==> config.mk <==
export PLATFORM = sky130hd
export DESIGN_NAME = fifo_rd_axis
export DESIGN_NICKNAME = d
export VERILOG_FILES = /design/src/rtl/fifo_rd_pkg.sv /design/src/rtl/fifo_rd_obuf.sv /design/src/rtl/fifo_rd_axis.sv
export SDC_FILE = /design/constraint.sdc
export NUM_CORES = 1
export LEC_CHECK = 0
export CAP_MARGIN = 25
export CORE_MARGIN = 4
export CORE_UTILIZATION = 32
export CTS_CLUSTER_DIAMETER = 50
export DETAILED_ROUTE_END_ITERATION = 16
export SLEW_MARGIN = 20
export SYNTH_ARGS = -nofsm -noshare
export SYNTH_HDL_FRONTEND = slang
export SYNTH_SLANG_ARGS = --single-unit
==> constraint.sdc <==
create_clock -name clk_i -period 5.26 [get_ports clk_i]
set_input_delay 1.052 -clock clk_i [delete_from_list [all_inputs] [get_ports clk_i]]
set_output_delay 1.052 -clock clk_i [all_outputs]
set_load 0.05 [all_outputs]
==> src/rtl/fifo_rd_pkg.sv <==
// Shared definitions for the FIFO read-side drain engine.
package fifo_rd_pkg;

    // Deepest BRAM read latency the tag pipe supports.
    localparam int unsigned MAX_RD_LAT = 2;

    // One bit per read-latency stage; unused upper stages stay zero.
    typedef logic [MAX_RD_LAT-1:0] tag_pipe_t;

    // Output-buffer depth derived from its address width.
    function automatic int unsigned obuf_depth(input int unsigned ob_aw);
        return 32'd1 << ob_aw;
    endfunction

    // Only a plain (1) or output-registered (2) RAM is supported.
    function automatic bit rd_lat_legal(input int unsigned rd_lat);
        return (rd_lat == 32'd1) || (rd_lat == 32'd2);
    endfunction

endpackage

==> src/rtl/fifo_rd_obuf.sv <==
// Small single-clock output buffer: write/read/flush with occupancy count.
module fifo_rd_obuf
    import fifo_rd_pkg::*;
#(
    parameter int unsigned DW    = 16,
    parameter int unsigned OB_AW = 2
) (
    input  logic          clk,
    input  logic          rst_n,
    input  logic          wr,
    input  logic [DW-1:0] wdata,
    input  logic          rd,
    input  logic          flush,
    output logic [DW-1:0] rdata,
    output logic [OB_AW:0] level
);

    localparam int unsigned DEPTH = obuf_depth(OB_AW);

    logic [DW-1:0]    mem [DEPTH];
    logic [OB_AW-1:0] wptr;
    logic [OB_AW-1:0] rptr;
    logic             rd_en;

    assign rd_en = rd && (level != '0);
    assign rdata = mem[rptr];

    // Storage, pointers and occupancy; flush wins over any write or read.
    always_ff @(posedge clk or negedge rst_n) begin
        if (!rst_n) begin
            wptr  <= '0;
            rptr  <= '0;
            level <= '0;
            for (int unsigned i = 0; i < DEPTH; i++) begin
                mem[i] <= '0;
            end
        end else if (flush) begin
            wptr  <= '0;
            rptr  <= '0;
            level <= '0;
        end else begin
            if (wr) begin
                mem[wptr] <= wdata;
                wptr      <= wptr + OB_AW'(1);
            end
            if (rd_en) begin
                rptr <= rptr + OB_AW'(1);
            end
            case ({wr, rd_en})
                2'b10:   level <= level + (OB_AW+1)'(1);
                2'b01:   level <= level - (OB_AW+1)'(1);
                default: level <= level;
            endcase
        end
    end

    // The credit rule upstream must never let a write hit a full buffer.
    always @(posedge clk) begin
        if (rst_n && !flush) begin
            assert (!(wr && (level == (OB_AW+1)'(DEPTH))))
                else $error("fifo_rd_obuf: write into full buffer");
        end
    end

endmodule

==> src/rtl/fifo_rd_axis.sv <==
// Read-domain drain engine: credit-sized FIFO pops, read-latency tag pipe,
// output buffer and an AXI4-Stream master with programmable packet length.
module fifo_rd_axis
    import fifo_rd_pkg::*;
#(
    parameter int unsigned DW     = 16,
    parameter int unsigned RD_LAT = 2,
    parameter int unsigned OB_AW  = 2,
    parameter int unsigned LW     = 16
) (
    input  logic          clk_i,
    input  logic          rst_ni,
    input  logic          fifo_empty_i,
    output logic          fifo_pop_o,
    input  logic [DW-1:0] fifo_dt_i,
    input  logic          flush_i,
    input  logic [LW-1:0] pkt_len_i,
    output logic          m_axis_tvalid_o,
    input  logic          m_axis_tready_i,
    output logic [DW-1:0] m_axis_tdata_o,
    output logic          m_axis_tlast_o,
    output logic [OB_AW:0] level_o,
    output logic          busy_o
);

    localparam int unsigned OBUF_DEPTH = obuf_depth(OB_AW);
    localparam tag_pipe_t   TAG_MASK   = tag_pipe_t'((32'd1 << RD_LAT) - 32'd1);

    if (!rd_lat_legal(RD_LAT)) begin : g_bad_rd_lat
        $error("fifo_rd_axis: RD_LAT must be 1 or 2");
    end
    if (OBUF_DEPTH < RD_LAT + 2) begin : g_bad_depth
        $error("fifo_rd_axis: output buffer too shallow for full throughput");
    end

    logic           active;
    tag_pipe_t      tag;
    logic [OB_AW+1:0] inflight;
    logic [OB_AW:0] level;
    logic           credit_ok;
    logic           tvalid;
    logic           hs;
    logic [LW-1:0]  cnt;
    logic [LW-1:0]  len_r;
    logic [LW-1:0]  len_eff;

    // Pops stay off until the first clock after reset release.
    always_ff @(posedge clk_i or negedge rst_ni) begin
        if (!rst_ni) active <= 1'b0;
        else         active <= 1'b1;
    end

    // Count outstanding reads in the tag pipe.
    always_comb begin
        inflight = '0;
        for (int unsigned i = 0; i < MAX_RD_LAT; i++) begin
            inflight = inflight + (OB_AW+2)'(tag[i]);
        end
    end

    // Conservative credit: a same-cycle read does not free a slot.
    assign credit_ok  = ({1'b0, level} + inflight) < (OB_AW+2)'(OBUF_DEPTH);
    assign fifo_pop_o = active && !fifo_empty_i && !flush_i && credit_ok;

    // Tag pipe tracks each pop until its data returns from the RAM.
    always_ff @(posedge clk_i or negedge rst_ni) begin
        if (!rst_ni)      tag <= '0;
        else if (flush_i) tag <= '0;
        else              tag <= {tag[MAX_RD_LAT-2:0], fifo_pop_o} & TAG_MASK;
    end

    fifo_rd_obuf #(
        .DW    (DW),
        .OB_AW (OB_AW)
    ) u_obuf (
        .clk   (clk_i),
        .rst_n (rst_ni),
        .wr    (tag[RD_LAT-1]),
        .wdata (fifo_dt_i),
        .rd    (m_axis_tready_i),
        .flush (flush_i),
        .rdata (m_axis_tdata_o),
        .level (level)
    );

    assign tvalid  = (level != '0);
    assign hs      = tvalid && m_axis_tready_i && !flush_i;
    // Length comes live from the input only on the first beat, then from len_r.
    assign len_eff = (cnt == '0) ? pkt_len_i : len_r;

    assign m_axis_tvalid_o = tvalid;
    assign m_axis_tlast_o  = tvalid && (len_eff != '0) && (cnt == len_eff - LW'(1));
    assign level_o         = level;
    assign busy_o          = tvalid || (inflight != '0);

    // Beat counter and per-packet length latch.
    always_ff @(posedge clk_i or negedge rst_ni) begin
        if (!rst_ni) begin
            cnt   <= '0;
            len_r <= '0;
        end else if (flush_i) begin
            cnt <= '0;
        end else if (hs) begin
            if (cnt == '0) len_r <= pkt_len_i;
            cnt <= m_axis_tlast_o ? '0 : cnt + LW'(1);
        end
    end

endmodule
Word level (Yosys, flattened, before mapping). Index checks and enable logic that the tools add are counted.

Flip-flop bits (word level): 106. Latch bits: 0. Bits in writable memories: 0. Bits in read-only memories: 0. Bits of input ports: 37. Output and inout port bits: 23. Logic and storage cells: 67. Memories: 0.

$add $sub $neg: 8. Multiply operators: 0. Div/mod/pow operators: 0. Order comparisons: 4. Eq/ne operators: 3. Shift operators: 0. Multiplexer cells: 17. Bitwise operators: 3. Reduce and logical (&&, ||, !) cells: 21.

Operators with widths (number): $mux W16 (7); $bwmux W64 (1); $bmux W16 S2 (1); $demux W16 S2 (1); $add A16 B1 Y16 const B (1); $eq A16 B16 Y1 (1); $logic_not A16 Y1 (1); $reduce_bool A16 Y1 (1); $sub A16 B1 Y16 const B (1); $mux W2 (5); $logic_and A1 B1 Y1 (8); $ge A3 B3 Y1 const B (2); $not A2 Y3 (2); $pmux W3 S2 (1); $reduce_bool A2 Y1 (3); $reduce_bool A3 Y1 (2); $add A2 B1 Y2 const B (2); $add A3 B2 Y4 (1); $lt A4 B3 Y1 const B (1); $reduce_and A2 Y1 (2); $reduce_bool A4 Y1 (1); $add A3 B1 Y3 const B (1); $lt A3 B1 Y1 const B (1); $mux W3 (1); other kinds (7) (8).

Logic depth before layout (Yosys ltp).
Word-level depth: 8. Depth in mapped cells: 16. Mapped depth without buffers: 13.

Hierarchy. Synthesis repeated with hierarchy kept, for this count alone.

Cell total of the unflattened synthesis: 577. Area total of the unflattened synthesis: 6732.7 µm².

By module, submodules not included: fifo_rd_obuf (times used 1, cells each 204, area each 3509.6 µm², seq. area each 1776.7 µm²); fifo_rd_axis (times used 1, cells each 373, area each 3223.1 µm², seq. area each 875.8 µm²).

Worst setup path after synthesis. Ideal clock, no wire load.

Path type: reg-to-output. From: register cnt[0]. To: output m_axis_tlast_o. Arrival time: 4.425 ns. Data required time: 4.208 ns. Slack: -0.217 ns. Cell stages (with the launch flop): 15. Path buffers: 1. Cell sequence: dfrtp_1 > clkbuf_1 > inv_1 > ha_1 > or4b_4 > nor4_4 > mux2i_1 > ha_1 > inv_1 > or4b_2 > nor4_1 > or3_1 > o211ai_1 > nor3b_1 > and4b_1.

Cells in the longest elaborated chain, start to end: 5. Elaborated cells on any way between the ends: 7. Classes of those cells: add/sub (1); eq/ne (1); mux (1); reduce/logical (4).

Ends and longest elaborated chain: from (decl) (RTL line fifo_rd_axis.sv:43) `logic [LW-1:0] cnt;`; from (signal assigned) (RTL line fifo_rd_axis.sv:105) `cnt <= m_axis_tlast_o ? '0 : cnt + LW'(1);`; $logic_not A16 Y1 (RTL line fifo_rd_axis.sv:89) `assign len_eff = (cnt == '0) ? pkt_len_i : len_r;`; $mux W16; $sub A16 B1 Y16 or $reduce_bool A16 Y1 (tied branches) (RTL line fifo_rd_axis.sv:92) `assign m_axis_tlast_o = tvalid && (len_eff != '0) && (cnt == len_eff - LW'(1));`; $eq A16 B16 Y1 or $logic_and A1 B1 Y1 (tied branches) (RTL line fifo_rd_axis.sv:92); $logic_and A1 B1 Y1 (*) (RTL line fifo_rd_axis.sv:92); to (decl) (RTL line fifo_rd_axis.sv:21) `output logic m_axis_tlast_o,`.

Every way passes the cells marked *; elsewhere a longest branch is shown, timed or not.

Final worst setup path.
From: register cnt[1]. To: output m_axis_tlast_o.

Same word-level chain as after synthesis.

==> results.py <==
metrics = {
    "outcome": {
        "outcome": "completed",
    },
    "clock_network": {
        "clkTransAtPathRegs_ns": 0.07,
        "cts_tree": "yes",
        "cts_hold_buf": 0,
        "cts_sinks": 106,
        "clockRootBuffer": "clkbuf_16",
        "cts_buffer_depth": 2,
        "cts_buffers": 9,
        "clk_latency_ns": 0.35,
        "htree_levels": 3,
    },
    "route": {
        "wl_met3_um": 792,
        "vias": 4602,
        "drtIter0Drc": 317,
        "wl_per_cell_um": 18.7,
        "vias_per_cell": 5.49,
        "dr.max_layer_used": "met4",
        "routed_wl_um": 15700,
        "antenna_left": 0,
        "drt-met1-wl_um": 6720,
        "dr_wl_met2_um": 7880,
        "drc": 0,
        "firstDrtPassIters": 5,
    },
    "placement": {
        "io_buffers": 59,
        "dp_slack_ns": 0.142,
        "gp_congestion": 0.895,
        "hpwlAfterDp_um": 11300,
    },
    "floorplan": {
        "rows": 50,
        "die_h_um": 146,
        "start_util": 0.325,
        "dieArea_mm2": 0.0214,
        "core_area_mm2": 0.0188,
        "die_w_um": 146,
        "io_pins": 60,
    },
    "yosys": {
        "synthMuxAreaShare": 0.222,
        "synthAdderAreaFrac": 0.0258,
        "synth.distinct_cells": 68,
        "yosysWarnings": 0,
        "synth_top_area_frac": 0.434,
        "ys_async_sr_fraction": 1.00,
        "synth_ff_type": "dfrtp_1",
        "ys_seq_area_frac": 0.434,
        "synth_area_leaders": "dfrtp_1, mux2_2, mux4_2",
        "synth-xor-area-share": 0.0529,
        "synth_edf_count": 0,
        "ys_ff_latch": 106,
        "syn_inst": 533,
        "synth_simple_gate_area_share": 0.155,
        "synth_top_family_by_area": "multiplexers",
        "synth_area_leader_cell": "dfrtp_1",
        "synth_nets": 582,
        "synth.avg_cell_area_um2": 11.5,
        "synth-compound-area-share": 0.0785,
        "syn_area_mm2": 0.00611,
    },
    "min_path": {
        "min_from": "u_obuf.mem[5]",
        "hold_class": "flop to flop",
        "min_to": "u_obuf.mem[5]",
        "whs_path_depth": 1,
    },
    "job": {
        "maxCapViolations": 0,
    },
    "sta": {
        "finalSetupTns_ns": 0,
        "final_max_slew_viol_count": 0,
        "worst_pin_slew_ns": 0.988,
        "slew-limit-headroom": 0.337,
        "min_period_ns": 5.11,
        "setup_slack_ns": 0.148,
        "setup_violations": 0,
        "rsz0062_at_grt": "no",
        "period_share": 0.972,
        "fin_skew_ns": 0.00748,
        "hold_violations": 0,
        "fmax_ghz": 0.196,
    },
    "setup_path": {
        "worst-setup-path-type": "flop to primary output",
        "r2r_cells": 15,
        "cp.depth": 15,
        "rrSetupSlack_ns": 0.91,
        "r2r-end": "cnt[9]",
        "timing.rr.start": "cnt[1]",
        "cp_slowest_stage_delay_ns": 0.51,
        "critPathArrivalTime_ns": 4.06,
        "path_cells": "inv_1, ha_1, or4b_4, nor4_4, buf_6, mux2i_4, ha_4, inv_2, or4_1, o41ai_1, a221oi_1, mux2_2, nor2_2, and4b_2, buf_12",
        "critPathTopFamily": "simple AND/OR/NAND/NOR gates",
        "crit_required_ns": 4.21,
        "cp-start-kind": "flop",
        "crit_fanout": 6,
        "path_buf_inv": 4,
        "end_kind": "primary output",
        "cp_slowest_cell": "or4_1",
        "crit_path_start": "cnt[1]",
    },
    "final_layout": {
        "drive_above_1_share": 0.266,
        "n_antenna_cell": 0,
        "design.final.nets": 649,
        "syn_to_final_growth_pct": 21.9,
    },
    "global_route": {
        "gr-total-overflow": 0,
        "grt_max_degree": 78,
        "grt_pass1_wl_um": 26700,
        "grt_pass1_vias": 4913,
        "antenna_found_initial": 0,
        "grt_use_total": 0.153,
    },
    "power": {
        "p_leak_nw": 3.12,
        "peakVddDrop_uv": 272,
        "p_per_area_mw_per_mm2": 420,
    },
}
[worst max-delay path by stage]
stage	end	slack [ns]
3_5_place_dp	m_axis_tlast_o	0.14
4_1_cts	m_axis_tlast_o	0.009
2_1_floorplan	m_axis_tlast_o	0.02
3_3_place_gp	m_axis_tlast_o	0.26
6_report	m_axis_tlast_o	0.15
5_1_grt	m_axis_tlast_o	0.004
[sequential cells by signal, indices dropped and copies added, names as in the netlist]
| register | flops |
|---|---|
| tag | 2 |
| cnt | 16 |
| u_obuf.rptr | 2 |
| len_r | 16 |
| u_obuf.mem | 64 |
| u_obuf.wptr | 2 |
| active | 1 |
| u_obuf.level | 3 |
[per-stage QoR]
stage               std cells  power [mW]  hold WS [ns]   util  area, um^2
finish                    839        3.13         0.502  0.397        7450
global route              839        3.30         0.516  0.397        7450
CTS                       835        3.12         0.505  0.392        7360
detailed placement        816        2.43         0.488  0.374        7020
global placement          816        2.40         0.481  0.374        7020
floorplan                 533        1.99         0.474      -        6130
[report_power, final]
group	internal, mW	total, mW	leakage, nW	switching [mW]
sequential	0.949	1.12	1.41	0.175
clock	0.333	0.653	0.141	0.319
combinational	0.585	1.35	1.57	0.763
total	1.87	3.13	3.12	1.26
[layout make-up]
cell class / instances / area (um^2)
repair buffers: 85 / 810
fillers: 1810 / 11300
well taps: 234 / 293
multi-input cells: 385 / 3360
clock inverters: 6 / 57.6
flip-flops and latches: 106 / 2650
clock buffers: 10 / 229
inverters: 13 / 48.8
[Yosys cell counts (all sizes together), types with 4 or more instances]
cell    instances
dfrtp         106
mux2           81
nor2           29
xnor2          24
clkbuf         22
nand2          21
nor3           19
nor4           18
mux4           16
a211oi         15
inv            13
o21ai          13
nand3          12
or3            12
xor2           12
ha             11
or4            10
nand2b          9
mux2i           8
buf             7
nand4           7
a21oi           5
nor2b           5
a31oi           4
and3            4
o211ai          4
o22ai           4
[metal layers]
metal  vias to the layer above  track usage
met1                      2335        0.196
li1                       2121            -
met5                         -            0
met4                         0       0.0503
met3                        26       0.0338
met2                       120        0.258
[layout by cell type, fill, tap and decap left out, drive strengths merged, types with 12 or more instances in the layout]
cell type      count
a211oi            15
buf               28
clkdlybuf4s50     57
dfrtp            106
inv               17
mux2              81
mux4              16
nand2             21
nand3             12
nor2              29
nor3              19
nor4              18
o21ai             13
or3               12
xnor2             24
xor2              12
[logic make-up after synthesis]
logic type / after synthesis
simple gates: 163
flops: 106
mux: 105
compound gates: 68
buf+inv: 42
xor+xnor: 36
fa+ha+maj: 12
other cells: 1
[repair_timing]
action / in CTS / in global routing
buffers inserted: 3 / 3
endpoints found under the setup margin: 1 / 1
pin swaps: 2 / 5
resized for setup: 3 / 7
gates cloned: 0 / 0
No activity file was read; power rests on OpenSTA's default activity.
